### src/rtl/sid_write_queue.sv
`timescale 1ns/1ps
// sid_write_queue: buffers decoded SID register writes from the USB decoder
// and releases at most one of them per 1 MHz SID tick (clkEn).
//
// Optional feature macro: SID_WRITE_DELAY_EN
//   When defined, a queued write to address 5'h1F is a delay token. It is
//   consumed without a strobe and holds off the next pop for N extra ticks,
//   where N is the token's data byte.
//
// Ports:
//   clk, rst        system clock, asynchronous active-high reset
//   clkEn           1 MHz SID clock enable, one clk cycle wide
//   iAddr/iData/iWE decoded register write (push)
//   oAddr/oData/oWE write presented to the SID, oWE is a one-cycle strobe
//   oLevel          FIFO occupancy (registered)
//   oFull           occupancy equals depth (registered)
//   oOverflow       sticky, set when a push is dropped
module sid_write_queue #(
  parameter int unsigned DEPTH_LOG2 = 6
) (
  input  logic                  clk,
  input  logic                  rst,
  input  logic                  clkEn,
  input  logic [4:0]            iAddr,
  input  logic [7:0]            iData,
  input  logic                  iWE,
  output logic [4:0]            oAddr,
  output logic [7:0]            oData,
  output logic                  oWE,
  output logic [DEPTH_LOG2:0]   oLevel,
  output logic                  oFull,
  output logic                  oOverflow
);

  localparam int unsigned DEPTH = 1 << DEPTH_LOG2;
  localparam int unsigned LW    = DEPTH_LOG2 + 1;
  localparam int unsigned EW    = 13;

  localparam logic [LW-1:0]         DEPTH_L  = LW'(DEPTH);
  localparam logic [LW-1:0]         LVL_ONE  = LW'(1);
  localparam logic [DEPTH_LOG2-1:0] PTR_ONE  = DEPTH_LOG2'(1);

  // Entry storage, {addr, data}
  logic [EW-1:0]         mem_q [DEPTH];

  logic [DEPTH_LOG2-1:0] wr_ptr_q, wr_ptr_d;
  logic [DEPTH_LOG2-1:0] rd_ptr_q, rd_ptr_d;
  logic [LW-1:0]         level_q,  level_d;
  logic                  full_q,   full_d;
  logic                  ovf_q,    ovf_d;
  logic [4:0]            addr_q,   addr_d;
  logic [7:0]            data_q,   data_d;
  logic                  we_q,     we_d;

  logic [EW-1:0]         head_c;
  logic                  delay_idle_c;
  logic                  pop_c;
  logic                  push_c;

`ifdef SID_WRITE_DELAY_EN
  localparam logic [4:0] DELAY_ADDR = 5'h1F;
  logic [7:0]            delay_q, delay_d;
  assign delay_idle_c = (delay_q == 8'd0);
`else
  assign delay_idle_c = 1'b1;
`endif

  assign head_c = mem_q[rd_ptr_q];

  // Pop uses pre-cycle occupancy, so a push into an empty queue cannot pop
  assign pop_c  = clkEn && (level_q != '0) && delay_idle_c;
  // A full queue still accepts a push when a slot frees in the same cycle
  assign push_c = iWE && ((level_q != DEPTH_L) || pop_c);

  // Next-state logic for pointers, occupancy, flags and output latch
  always_comb begin
    wr_ptr_d = wr_ptr_q;
    rd_ptr_d = rd_ptr_q;
    level_d  = level_q;
    ovf_d    = ovf_q;
    addr_d   = addr_q;
    data_d   = data_q;
    we_d     = 1'b0;
`ifdef SID_WRITE_DELAY_EN
    delay_d  = delay_q;
`endif

    if (push_c) begin
      wr_ptr_d = wr_ptr_q + PTR_ONE;
    end
    if (iWE && !push_c) begin
      ovf_d = 1'b1;
    end

    if (pop_c) begin
      rd_ptr_d = rd_ptr_q + PTR_ONE;
`ifdef SID_WRITE_DELAY_EN
      if (head_c[12:8] == DELAY_ADDR) begin
        // Token occupies this tick's slot; next pop is data+1 ticks away
        delay_d = head_c[7:0];
      end else begin
        addr_d = head_c[12:8];
        data_d = head_c[7:0];
        we_d   = 1'b1;
      end
`else
      addr_d = head_c[12:8];
      data_d = head_c[7:0];
      we_d   = 1'b1;
`endif
    end

`ifdef SID_WRITE_DELAY_EN
    // WAIT: burn one tick per clkEn until the counter is back to zero
    if (clkEn && !delay_idle_c) begin
      delay_d = delay_q - 8'd1;
    end
`endif

    case ({push_c, pop_c})
      2'b10:   level_d = level_q + LVL_ONE;
      2'b01:   level_d = level_q - LVL_ONE;
      default: level_d = level_q;
    endcase

    full_d = (level_d == DEPTH_L);
  end

  // Control and output registers
  always_ff @(posedge clk or posedge rst) begin
    if (rst) begin
      wr_ptr_q <= '0;
      rd_ptr_q <= '0;
      level_q  <= '0;
      full_q   <= 1'b0;
      ovf_q    <= 1'b0;
      addr_q   <= 5'd0;
      data_q   <= 8'd0;
      we_q     <= 1'b0;
`ifdef SID_WRITE_DELAY_EN
      delay_q  <= 8'd0;
`endif
    end else begin
      wr_ptr_q <= wr_ptr_d;
      rd_ptr_q <= rd_ptr_d;
      level_q  <= level_d;
      full_q   <= full_d;
      ovf_q    <= ovf_d;
      addr_q   <= addr_d;
      data_q   <= data_d;
      we_q     <= we_d;
`ifdef SID_WRITE_DELAY_EN
      delay_q  <= delay_d;
`endif
    end
  end

  // Storage array; contents are don't-care until written, pointers gate reads
  always_ff @(posedge clk) begin
    if (push_c) begin
      mem_q[wr_ptr_q] <= {iAddr, iData};
    end
  end

  assign oAddr     = addr_q;
  assign oData     = data_q;
  assign oWE       = we_q;
  assign oLevel    = level_q;
  assign oFull     = full_q;
  assign oOverflow = ovf_q;

endmodule

### config.mk
export PLATFORM = sky130hd
export DESIGN_NAME = sid_write_queue
export DESIGN_NICKNAME = d
export VERILOG_FILES = /design/src/rtl/sid_write_queue.sv
export SDC_FILE = /design/constraint.sdc
export NUM_CORES = 1
export LEC_CHECK = 0
export ABC_AREA = 0
export CELL_PAD_IN_SITES_DETAIL_PLACEMENT = 1
export CELL_PAD_IN_SITES_GLOBAL_PLACEMENT = 2
export CORE_ASPECT_RATIO = 0.6
export CORE_MARGIN = 2
export CORE_UTILIZATION = 49
export DETAILED_ROUTE_END_ITERATION = 7
export PLACE_DENSITY_LB_ADDON = 0.1
export REMOVE_ABC_BUFFERS = 1
export SYNTH_ARGS = -nofsm -noshare
export SYNTH_HDL_FRONTEND = slang
export SYNTH_SLANG_ARGS = --single-unit
### constraint.sdc
create_clock -name clk -period 3.8 [get_ports clk]
set_input_delay 0.38 -clock clk [delete_from_list [all_inputs] [get_ports clk]]
set_output_delay 0.38 -clock clk [all_outputs]
set_load 0.05 [all_outputs]
==> metrics.md, run 1 <==
| Metric | Value |
|---|---|
| CP arrival | `4.02 ns` |
| Vias in the first global route | `around 18k` |
| Crit path capture type | `flop` |
| Asr flop ratio synth | `4.04%` |
| Port Buffer Count | `39` |
| Area of the core | `68,200 sq um` |
| Routed WL per cell | `31.2 um` |
| Synth-to-layout area growth | `13.9%` |
| Pre-CTS WS | `0.184 ns` |
| Critical path launch point | `oLevel[1]` |
| Crit-path cells | `nor4_4 -> a211oi_1 -> buf_4 -> fa_1 -> and3_1 -> o21ai_0 -> a21oi_1 -> o32a_1 -> o211ai_1 -> nor4bb_1` |
| Worst setup SP type | `flop` |
| P_leak | `~13 nW` |
| Critical path's slowest cell | `dfrtp_1` |
| DIE WIDTH | `about 340 um` |
| CTS Sinks | `between 800 and 900` |
| 1st-iter DRT viols | `2,056` |
| Reg-to-reg critical path startpoint | `oLevel[1]` |
| Rel. slew slack | `19.8%` |
| Final Skew | `0.0333 ns` |
| Top-count cell post-synth | `edfxtp_1` |
| Final wirelength | `about 88,000 um` |
| Top FF cell, synth | `edfxtp_1` |
| Remaining DRCs | `0` |
| Setup Buffers After CTS | `0` |
| Via count | `17.4k` |
| First-pass GRT wire length | `about 130,000 um` |
| RSZ-0062 raised after global routing | `no` |
| Overflow after GRT | `0` |
| Worst hold slack | `between 0.15 and 0.2 ns` |
| Cells after DPL | `~2.7k` |
| Register area share after synthesis | `between 70% and 80%` |
| Final-report max-slew violation count | `0` |
| Setup crit end | `oFull` |
| TritonCTS clock tree | `done` |
| Biggest area consumer among synthesized cells | `edfxtp_1` |
| Final nets | `1,862` |
| Mean cell area of the mapped netlist | `20.2 sq um` |
| CTS buffer count | `81` |
| Share of layout cells above drive strength 1 | `24.6%` |
| Clock transition at the registers of the reported paths | `0.06 ns` |
| CTS root buf | `clkbuf_16` |
| Initial Utilization | `between 40 and 50%` |
| Max-capacitance violation count | `0` |
| H-tree Lvls | `3` |
| Final Wtd Congestion | `0.806` |
| CP peak stage delay | `0.51 ns` |
| Synth top area cells | `edfxtp_1 74%, mux4_2 11%, mux2i_1 3.0%, dfrtp_1 2.6%, mux2_2 1.2%` |
| Drt pass-1 iters | `5` |
| FP Rows | `74` |
| Setup Total Neg Slack | `0 ns` |
| # fillers | `just under 6k` |
| Gr usage total | `25.2%` |
| Worst reg2reg path depth | `10` |
| Power, Total | `between 20 and 30 mW` |
| Final min period | `approximately 3.5 ns` |
| Antenna Nets Post-Route | `0` |
| Initial antenna violation count | `1` |
| Max FO, Critical Path | `7` |
| Synth unique cells | `53` |
| Commonest cells post-synth | `832 x edfxtp_1, 160 x mux4_2, 102 x mux2i_1, 82 x nor2_1, 50 x nand2_1` |
| Final core occ | `56.5%` |
| # setup viols final | `0` |
| Num ports | `40` |
| Die area | `about 70,000 sq um` |
| Hold crit path type | `in -> async` |
| Pwr Density | `736 nW/um^2` |
| VDD IR-drop max | `615 uV` |
| Synth warn | `0` |
| Die H | `208 um` |
| Final worst-path cycle share | `92.0%` |
| Worst-skew pair later-pin latency | `between 0.6 and 0.7 ns` |
| Vias per cell | `6.17` |
| Flops & latches, synth | `867` |
| Mapped Cells | `between 1.5k and 2k` |
| Largest net degree at the start of global routing | `70` |
| EDFF count, synth | `832` |
| CP required | `4.32 ns` |
| Finished Cell Area | `roughly 39,000 sq um` |
| Mapped cell area | `33,900 sq um` |
| CTS Hold Bufs | `0` |
| Reg2reg end | `oFull` |
| Max Root-Sink Buffers | `3` |
| Count of final hold-check violations | `0` |
| Critical path type | `reg -> reg` |
| Final WS setup | `0.302 ns` |
| Top-area cell type share of the netlist area | `73.8%` |
| Final Instance Count excl. Fillers | `2,817` |
| Dpl cell area | `36,000 sq um` |
| Slew @ Worst Pin | `1.20 ns` |
| R2R Setup Slk | `slightly above 0.3 ns` |
| Status | `finished, final reports clean` |
| FMAX | `286 MHz` |
| HPWL after DPL | `54,500 um` |
==> cell usage in the layout (no fill, tap or decap), types with 8 or more instances in the layout <==
cell type | synthesis | routed
clkinv_1 | 0 | 16
o21bai_1 | 13 | 13
o21ai_1 | 12 | 12
nand2_1 | 50 | 50
o311ai_1 | 12 | 12
buf_2 | 32 | 13
xnor2_1 | 9 | 9
clkbuf_1 | 43 | 22
mux2_2 | 37 | 37
clkinv_2 | 0 | 15
a2111oi_0 | 12 | 8
dfrtp_1 | 35 | 31
edfxtp_1 | 832 | 832
buf_4 | 10 | 124
nor2_1 | 82 | 81
a22oi_1 | 39 | 39
clkdlybuf4s50_1 | 0 | 26
o22ai_1 | 27 | 27
clkbuf_16 | 0 | 82
mux2i_1 | 102 | 102
nand3_1 | 18 | 18
a22o_1 | 12 | 12
a21oi_1 | 40 | 40
buf_12 | 0 | 9
mux4_2 | 160 | 160
o221ai_1 | 15 | 15
==> worst min path at each step <==
stage | from | to | slack (ns) | depth (start not counted)
after detailed placement | wr_ptr_q[2] | wr_ptr_q[2] | 0.49 | 1
after CTS | rst | oData[7] | 0.20 | 3
after global routing | rst | oLevel[6] | 0.23 | 3
after global placement | wr_ptr_q[2] | wr_ptr_q[2] | 0.48 | 1
final | rst | oLevel[6] | 0.20 | 3
after floorplan | wr_ptr_q[2] | wr_ptr_q[2] | 0.46 | 1
==> logic make-up (layout without fill, tap and decap cells) <==
| kind of cell | count (synthesis) | after routing | share of synthesized area, % |
|---|---|---|---|
| simple gates | 178 | 178 | 2.29 |
| compound gates | 209 | 209 | 4.34 |
| xor+xnor | 15 | 15 | 0.388 |
| other cells | 0 | 2 | 0 |
| fa+ha+maj | 8 | 8 | 0.318 |
| mux | 299 | 299 | 14.9 |
| flops | 867 | 867 | 76.3 |
| buf+inv | 102 | 327 | 1.45 |
==> flip-flops by register name, indices dropped and copies added (netlist names) <==
signal / flops
oAddr: 5
oWE: 1
rd_ptr_q: 6
mem_q: 832
oData: 8
wr_ptr_q: 6
oLevel: 7
oFull: 1
oOverflow: 1
==> what timing repair did <==
item,4_1_cts,5_1_grt
hold endpoints to repair,0,0
endpoints found under the setup margin,0,1
gates resized for setup,0,1
==> per-layer routing <==
layer / up-vias / GRT usage, % / wire (um)
li1: 7264 / - / -
met3: 93 / 4.86 / 6130
met4: 0 / 5.29 / 1370
met2: 563 / 34.6 / 37600
met5: - / 0 / 0
met1: 9471 / 41.9 / 42700
==> where the power goes <==
group / total, mW / internal, mW / switching [mW]
Combinational: 8.92 / 3.57 / 5.35
Clock: 7.98 / 4.45 / 3.53
Sequential: 11.5 / 11.0 / 0.548
==> layout make-up <==
type	count	area, sq um	share of cell area (%)
flip-flops and latches	867	25900	67.1
multi-input cells	709	7550	19.6
clock buffers	107	2180	5.64
repair buffers	172	1440	3.72
well taps	912	1140	2.96
clock inverters	42	364	0.944
inverters	6	22.5	0.0584
diodes	2	5.00	0.0130
==> worst max-delay path: cells and delay by family (launching register included) <==
kind,cells,cell delay [ns]
AO/OA/AOI/OAI,5,1.25
AND/OR/NAND/NOR,3,1.01
flip-flops,1,0.51
adder cells (fa/ha/maj),1,0.40
buffers and inverters,1,0.21
Power figures use the tool's default switching activity.
==> inputs of run 2 (changes only) <==
Settings changed: SKIP_CTS_REPAIR_TIMING from default to 1.
==> results of run 2 <==
Final layout, timing and power as in run 1 (identical DEF).
==> RTL edit 1 (flow settings as in run 1) <==
The option `SID_WRITE_DELAY_EN` is turned on by a define.
--- a/src/rtl/sid_write_queue.sv
+++ b/src/rtl/sid_write_queue.sv
@@ -17,2 +17,4 @@
 //   oOverflow       sticky, set when a push is dropped
+`define SID_WRITE_DELAY_EN
+
 module sid_write_queue #(
Behaviour: not the same (a bounded check fails within 4 cycles, from zero or initial values and one cycle with rst high).
==> RTL edit 1 against run 1 <==
Die area grew 1.2%; routed wire length grew 5.5%; count of clock-buffer cells in the layout shrank 2; synthesized area grew 1.2%; power shrank 2.6%; sequential power is essentially flat; setup slack lost 0.17 ns; non-clock buffer count grew 45; sequential cell count grew 8; final area grew 1.9%; critical endpoint unchanged.
==> RTL edit 1: results (changes against run 1) <==
[metrics] outcome: complete, no violations
[metrics] total met3 wirelength after detailed routing: 7.24 mm (+18%)
[metrics] number of global-route vias before repair: 17900 (+0.57%)
[metrics] final wirelength: 92.6 mm (+5.5%)
[metrics] post-synthesis adder-cell area fraction: 0.387% (+0.069 points)
[metrics] CP Max Fanout: 5 (-2)
[metrics] register area share after synthesis: 76.0% (-0.33 points)
[metrics] worst clock skew: 0.0320 ns (-0.00130 ns)
[metrics] initial antenna violation count: 4 (+3)
[metrics] overall track demand over capacity in global routing: 26.3% (+1.1 points)
[metrics] number of enable-type register cells in the synthesized netlist: 832 (unchanged)
[metrics] length of routed met2 wiring: 40.5 mm (+7.8%)
[metrics] Leakage Power: 12.8 nW (+1.4%)
[metrics] fraction of layout instances using a drive strength above 1: 28.6% (+4.0 points)
[metrics] category of cells accounting for the largest share of critical-path delay: simple AND/OR/NAND/NOR gates
[metrics] global routing usage on met2: 37.5% (+3.0 points)
[metrics] fraction of synthesized area in multiplexers: 16.1% (+1.2 points)
[metrics] share of the synthesized netlist area taken by xor and xnor gates: 0.383% (-0.0046 points)
[metrics] total half-perimeter wirelength after legalization and detailed placement: 60.7 mm (+11%)
[metrics] stage delay of the slowest cell on the critical path: 0.60 ns (+0.09 ns)
[metrics] Total Nets Final: 1864 (+0.11%)
[metrics] maximum resistive drop on vdd: 0.000398 V (-35%)
[metrics] Starting DRT DRC Count: 2101 (+2.2%)
[metrics] Area contributors post-synth: edfxtp_1 73%, mux4_2 14%, dfrtp_1 3.1%
[metrics] GRT met1 Usage: 42.9% (+1.0 points)
[metrics] Async SR Flop Fraction: 4.91% (+0.88 points)
[metrics] ratio of routed vias to standard cells: 6.21 (+0.55%)
[metrics] wire length the detailed router placed on met1: 43.3 mm (+1.3%)
[metrics] global-route wire length before repair: 135 mm (+4.4%)
[metrics] placed cell area: 36800 sq um (+2.2%)
[metrics] cell types with the highest counts after synthesis: 832 x edfxtp_1, 212 x mux4_2, 96 x nor2_1
[metrics] post-synthesis compound-gate area fraction: 2.84% (-1.5 points)
[metrics] Hold WC Path Type: in -> reg
[metrics] pin count of the biggest net entering global routing: 65 (-7.1%)
[metrics] routability cong.: 0.863 (+7.2%)
[metrics] fillcell total: 5914 (+1.6%)
[metrics] CP Data Arrival Time: 4.24 ns (+0.22 ns)
[metrics] met3 routing resource usage after global routing: 4.55% (-0.31 points)
[metrics] normalized max-slew margin: 15.3% (-4.5 points)
[metrics] cell with the biggest individual delay on the critical path: or4_1
[metrics] footprint of the multi-input gates: 7700 sq um (+2.0%)
## RTL edit 1: report_power, final
| part | internal, mW | switching (mW) | total (mW) |
|---|---|---|---|
| combinational | 3.66 | 4.68 | 8.34 |
| sequential | 11.1 | 0.446 | 11.5 |
| clock | 4.28 | 3.52 | 7.80 |
| total | 19.0 | 8.65 | 27.7 |
## RTL edit 1: path summary, 6_finish.rpt
| check | from | end | slack (ns) | cells after the start |
|---|---|---|---|---|
| worst max-delay path | oLevel[3]$_DFF_PP0_ | oFull$_DFF_PP0_ | 0.13 | 11 |
| worst min-delay path | iData[6] | mem_q[58][6]$_DFFE_PP_ | 0.28 | 1 |
| worst max register to register | oLevel[3]$_DFF_PP0_ | oFull$_DFF_PP0_ | 0.13 | 11 |
| worst min register to register | oOverflow$_DFFE_PP0P_ | oOverflow$_DFFE_PP0P_ | 0.50 | 1 |
| max in group asynchronous | rst | rd_ptr_q[1]$_DFFE_PP0N_ | 2.76 | 2 |
| min in group asynchronous | rst | oData[3]$_DFFE_PP0P_ | 0.29 | 2 |
## RTL edit 1: cell type report
cell class,instances,area share (%)
flip-flops and latches,875,66.4
multi-input cells,649,19.6
clock buffers,105,5.50
repair buffers,217,4.74
well taps,924,2.94
clock inverters,41,0.751
inverters,13,0.124
diodes,1,0.00637
## RTL edit 1: repair_timing
action,CTS,global route
hold buffers,0,0
setup endpoints to repair,24,37
resized for setup,1,6
## RTL edit 1: stage by stage
step | setup slack, ns | setup TNS, ns | std cells
6_report | 0.129 | 0 | 2825
5_1_grt | -0.00898 | -0.00898 | 2824
4_1_cts | 0.00287 | 0 | 2824
3_5_place_dp | -0.180 | -0.180 | 2678
3_3_place_gp | -0.0887 | -0.0887 | 2678
2_1_floorplan | -7.23 | -187.63 | 1537
==> RTL edit 2 (config.mk and constraints of run 1) <==
Made on the original files. Reset style: synchronous (`rst`), changed in one clocked block. Comments in the files are not updated.
--- a/src/rtl/sid_write_queue.sv
+++ b/src/rtl/sid_write_queue.sv
@@ -129,3 +129,3 @@
   // Control and output registers
-  always_ff @(posedge clk or posedge rst) begin
+  always_ff @(posedge clk) begin
     if (rst) begin
Check against the original RTL: differs if rst is asserted again (counterexample within 4 cycles, from zero or initial values and one cycle with rst high); with rst held inactive, the same outputs for 4 cycles.
==> RTL edit 2 against run 1 <==
Setup slack improved by 0.10 ns; sequential power decreased by 5%; power decreased by 18%; critical path depth unchanged; non-clock buffer count increased by 1; synthesized cell count decreased by 1.2%; routed wire length increased by 1.9%; final area decreased by 0.72%; synthesized area decreased by 0.55%; worst hold slack got worse by 0.071 ns; clock skew decreased by 0.0026 ns; first-iteration DRC count decreased by 8.9%; sequential cell count unchanged; critical path type unchanged.
==> RTL edit 2: results (changes against run 1) <==
[metrics] number of buffers inserted by port buffering: 39 (unchanged)
[metrics] multi-input combinational cell count: 688 (-3.0%)
[metrics] clock network latency to the later pin of the worst-skew pair: 0.64 ns (about the same)
[metrics] buffers outside the clock class: 173 (+0.58%)
[metrics] Async SR Flop Fraction: 0% (-4.0 points)
[metrics] Total Nets Final: 1840 (-1.2%)
[metrics] Unique masters post-synth: 62 (+17%)
[metrics] CTS resizes: 0 (unchanged)
[metrics] Hold WC Path Type: in -> reg
[metrics] fillcell total: 5890 (+1.2%)
[metrics] stage delay of the slowest cell on the critical path: approximately 0.50 ns
[metrics] routability cong.: 0.853 (+5.9%)
[metrics] global-route wire length before repair: 129 mm (about the same)
[metrics] clock distribution area overhead in the final layout: 6.58% (-0.0078 points)
[metrics] maximum root-to-sink buffer count: 3 (unchanged)
[metrics] cell types with the highest counts after synthesis: 832 x edfxtp_1, 156 x mux4_2, 132 x mux2i_1
[metrics] count of TritonRoute iterations in the first routing pass: 5 (unchanged)
[metrics] diode count: 0 (-2)
[metrics] Area contributors post-synth: edfxtp_1 74%, mux4_2 10%, mux2i_1 3.9%
[metrics] fraction of layout instances using a drive strength above 1: 23.1% (-1.5 points)
[metrics] pin count of the biggest net entering global routing: 65 (-7.1%)
[metrics] CP Max Fanout: 8 (+1)
[metrics] overall track demand over capacity in global routing: 25.7% (+0.45 points)
[metrics] number of buffers created by CTS: 78 (-3.7%)
[metrics] count of inverters other than clock inverters in the layout: 7 (+1)
[metrics] clock edge transition at the registers on the reported setup and hold paths: 0.06 ns (about the same)
[metrics] register area share after synthesis: 76.2% (-0.097 points)
[metrics] main flop type after synthesis: edfxtp_1
[metrics] CP Data Arrival Time: 3.93 ns (-0.09 ns)
[metrics] maximum resistive drop on vdd: 0.000345 V (-44%)
[metrics] layout clock buffer count: 104 (-2.8%)
[metrics] worst clock skew: 0.0307 ns (-0.00262 ns)
[metrics] ratio of routed vias to standard cells: 6.17 (about the same)
[metrics] normalized max-slew margin: 17.7% (-2.1 points)
[metrics] total half-perimeter wirelength after legalization and detailed placement: 56.1 mm (+2.8%)
[metrics] Starting DRT DRC Count: 1873 (-8.9%)
[metrics] number of flip-flops and latches: 867 (unchanged)
[metrics] number of enable-type register cells in the synthesized netlist: 832 (unchanged)
[metrics] Leakage Power: 11.8 nW (-6.4%)
[metrics] footprint of the multi-input gates: 7490 sq um (-0.83%)
[metrics] number of global-route vias before repair: 17400 (-2.2%)
[metrics] cell with the biggest individual delay on the critical path: nor3_1
[metrics] average wire per cell in the routed design: 32.1 um (+2.9%)
[metrics] post-place setup slack: 0.419 ns (+0.235 ns)
[metrics] outcome: complete, no violations
[metrics] sequential cell area: 25700 sq um (-0.68%)
[metrics] register containing the most flip-flops in the final layout: mem_q
[metrics] Layout non-clock buf frac: 3.71% (-0.019 points)
[metrics] category of cells accounting for the largest share of critical-path delay: compound AO/OA/AOI/OAI gates
[metrics] maximum level of the CTS H-tree: 3 (unchanged)
[metrics] post-CTS setup buffer count: 0 (unchanged)
[metrics] number of flip-flops under the largest register name: 832 (unchanged)
==> RTL edit 2: cell types whose count changed in the layout (fill, tap and decap cells not counted), sizes merged, moves of 14 or more <==
cell    delta
nor2      +14
a211oi    +23
a21oi     -18
mux2i     +30
a22oi     -30
mux2      -34
dfxtp     +35
nand2     -22
dfrtp     -35
==> RTL edit 2: routing by layer <==
layer	track usage, %	up-vias	share of wire [%]
li1	-	7222	-
met1	42.5	9290	48
met2	35.0	617	42
met3	5.26	101	7.6
met4	5.49	0	1.8
met5	0	-	0
==> RTL edit 2: path summary, 6_finish.rpt <==
path	from	to	slack (ns)	cells past startpoint
hold reg to reg	oData[4]$_SDFFE_PP0N_	oData[4]$_SDFFE_PP0N_	0.51	1
setup reg to reg	oLevel[4]$_SDFF_PP0_	oFull$_SDFF_PP0_	0.41	10
hold / removal	iAddr[2]	mem_q[43][10]$_DFFE_PP_	0.13	1
setup / recovery	oLevel[4]$_SDFF_PP0_	oFull$_SDFF_PP0_	0.41	10
==> RTL edit 2: power by group <==
part / internal (mW) / switching (mW)
clock network: 4.42 / 3.47
logic: 2.02 / 2.57
registers: 10.6 / 0.275
==> RTL edit 2: cells by family (layout without fill, tap and decap cells) <==
kind of cell               count (synthesis)  after routing  share of synthesized area, %
adders and majority gates                  8              8                         0.319
xor gates and xnor gates                  13             13                         0.338
and+or+nand+nor                          166            166                          2.25
DFF                                      867            867                          76.2
buffers and inverters                    103            324                          1.57
muxes                                    291            291                          14.5
AOI/OAI and AO/OA                        210            210                          4.82
==> RTL edit 2: per-stage QoR <==
| stage | std cells | area (sq um) |
|---|---|---|
| floorplan | 1562 | 33200 |
| global placement | 2647 | 35800 |
| detailed placement | 2647 | 35800 |
| CTS | 2791 | 38300 |
| global route | 2791 | 38300 |
| finish | 2791 | 38300 |
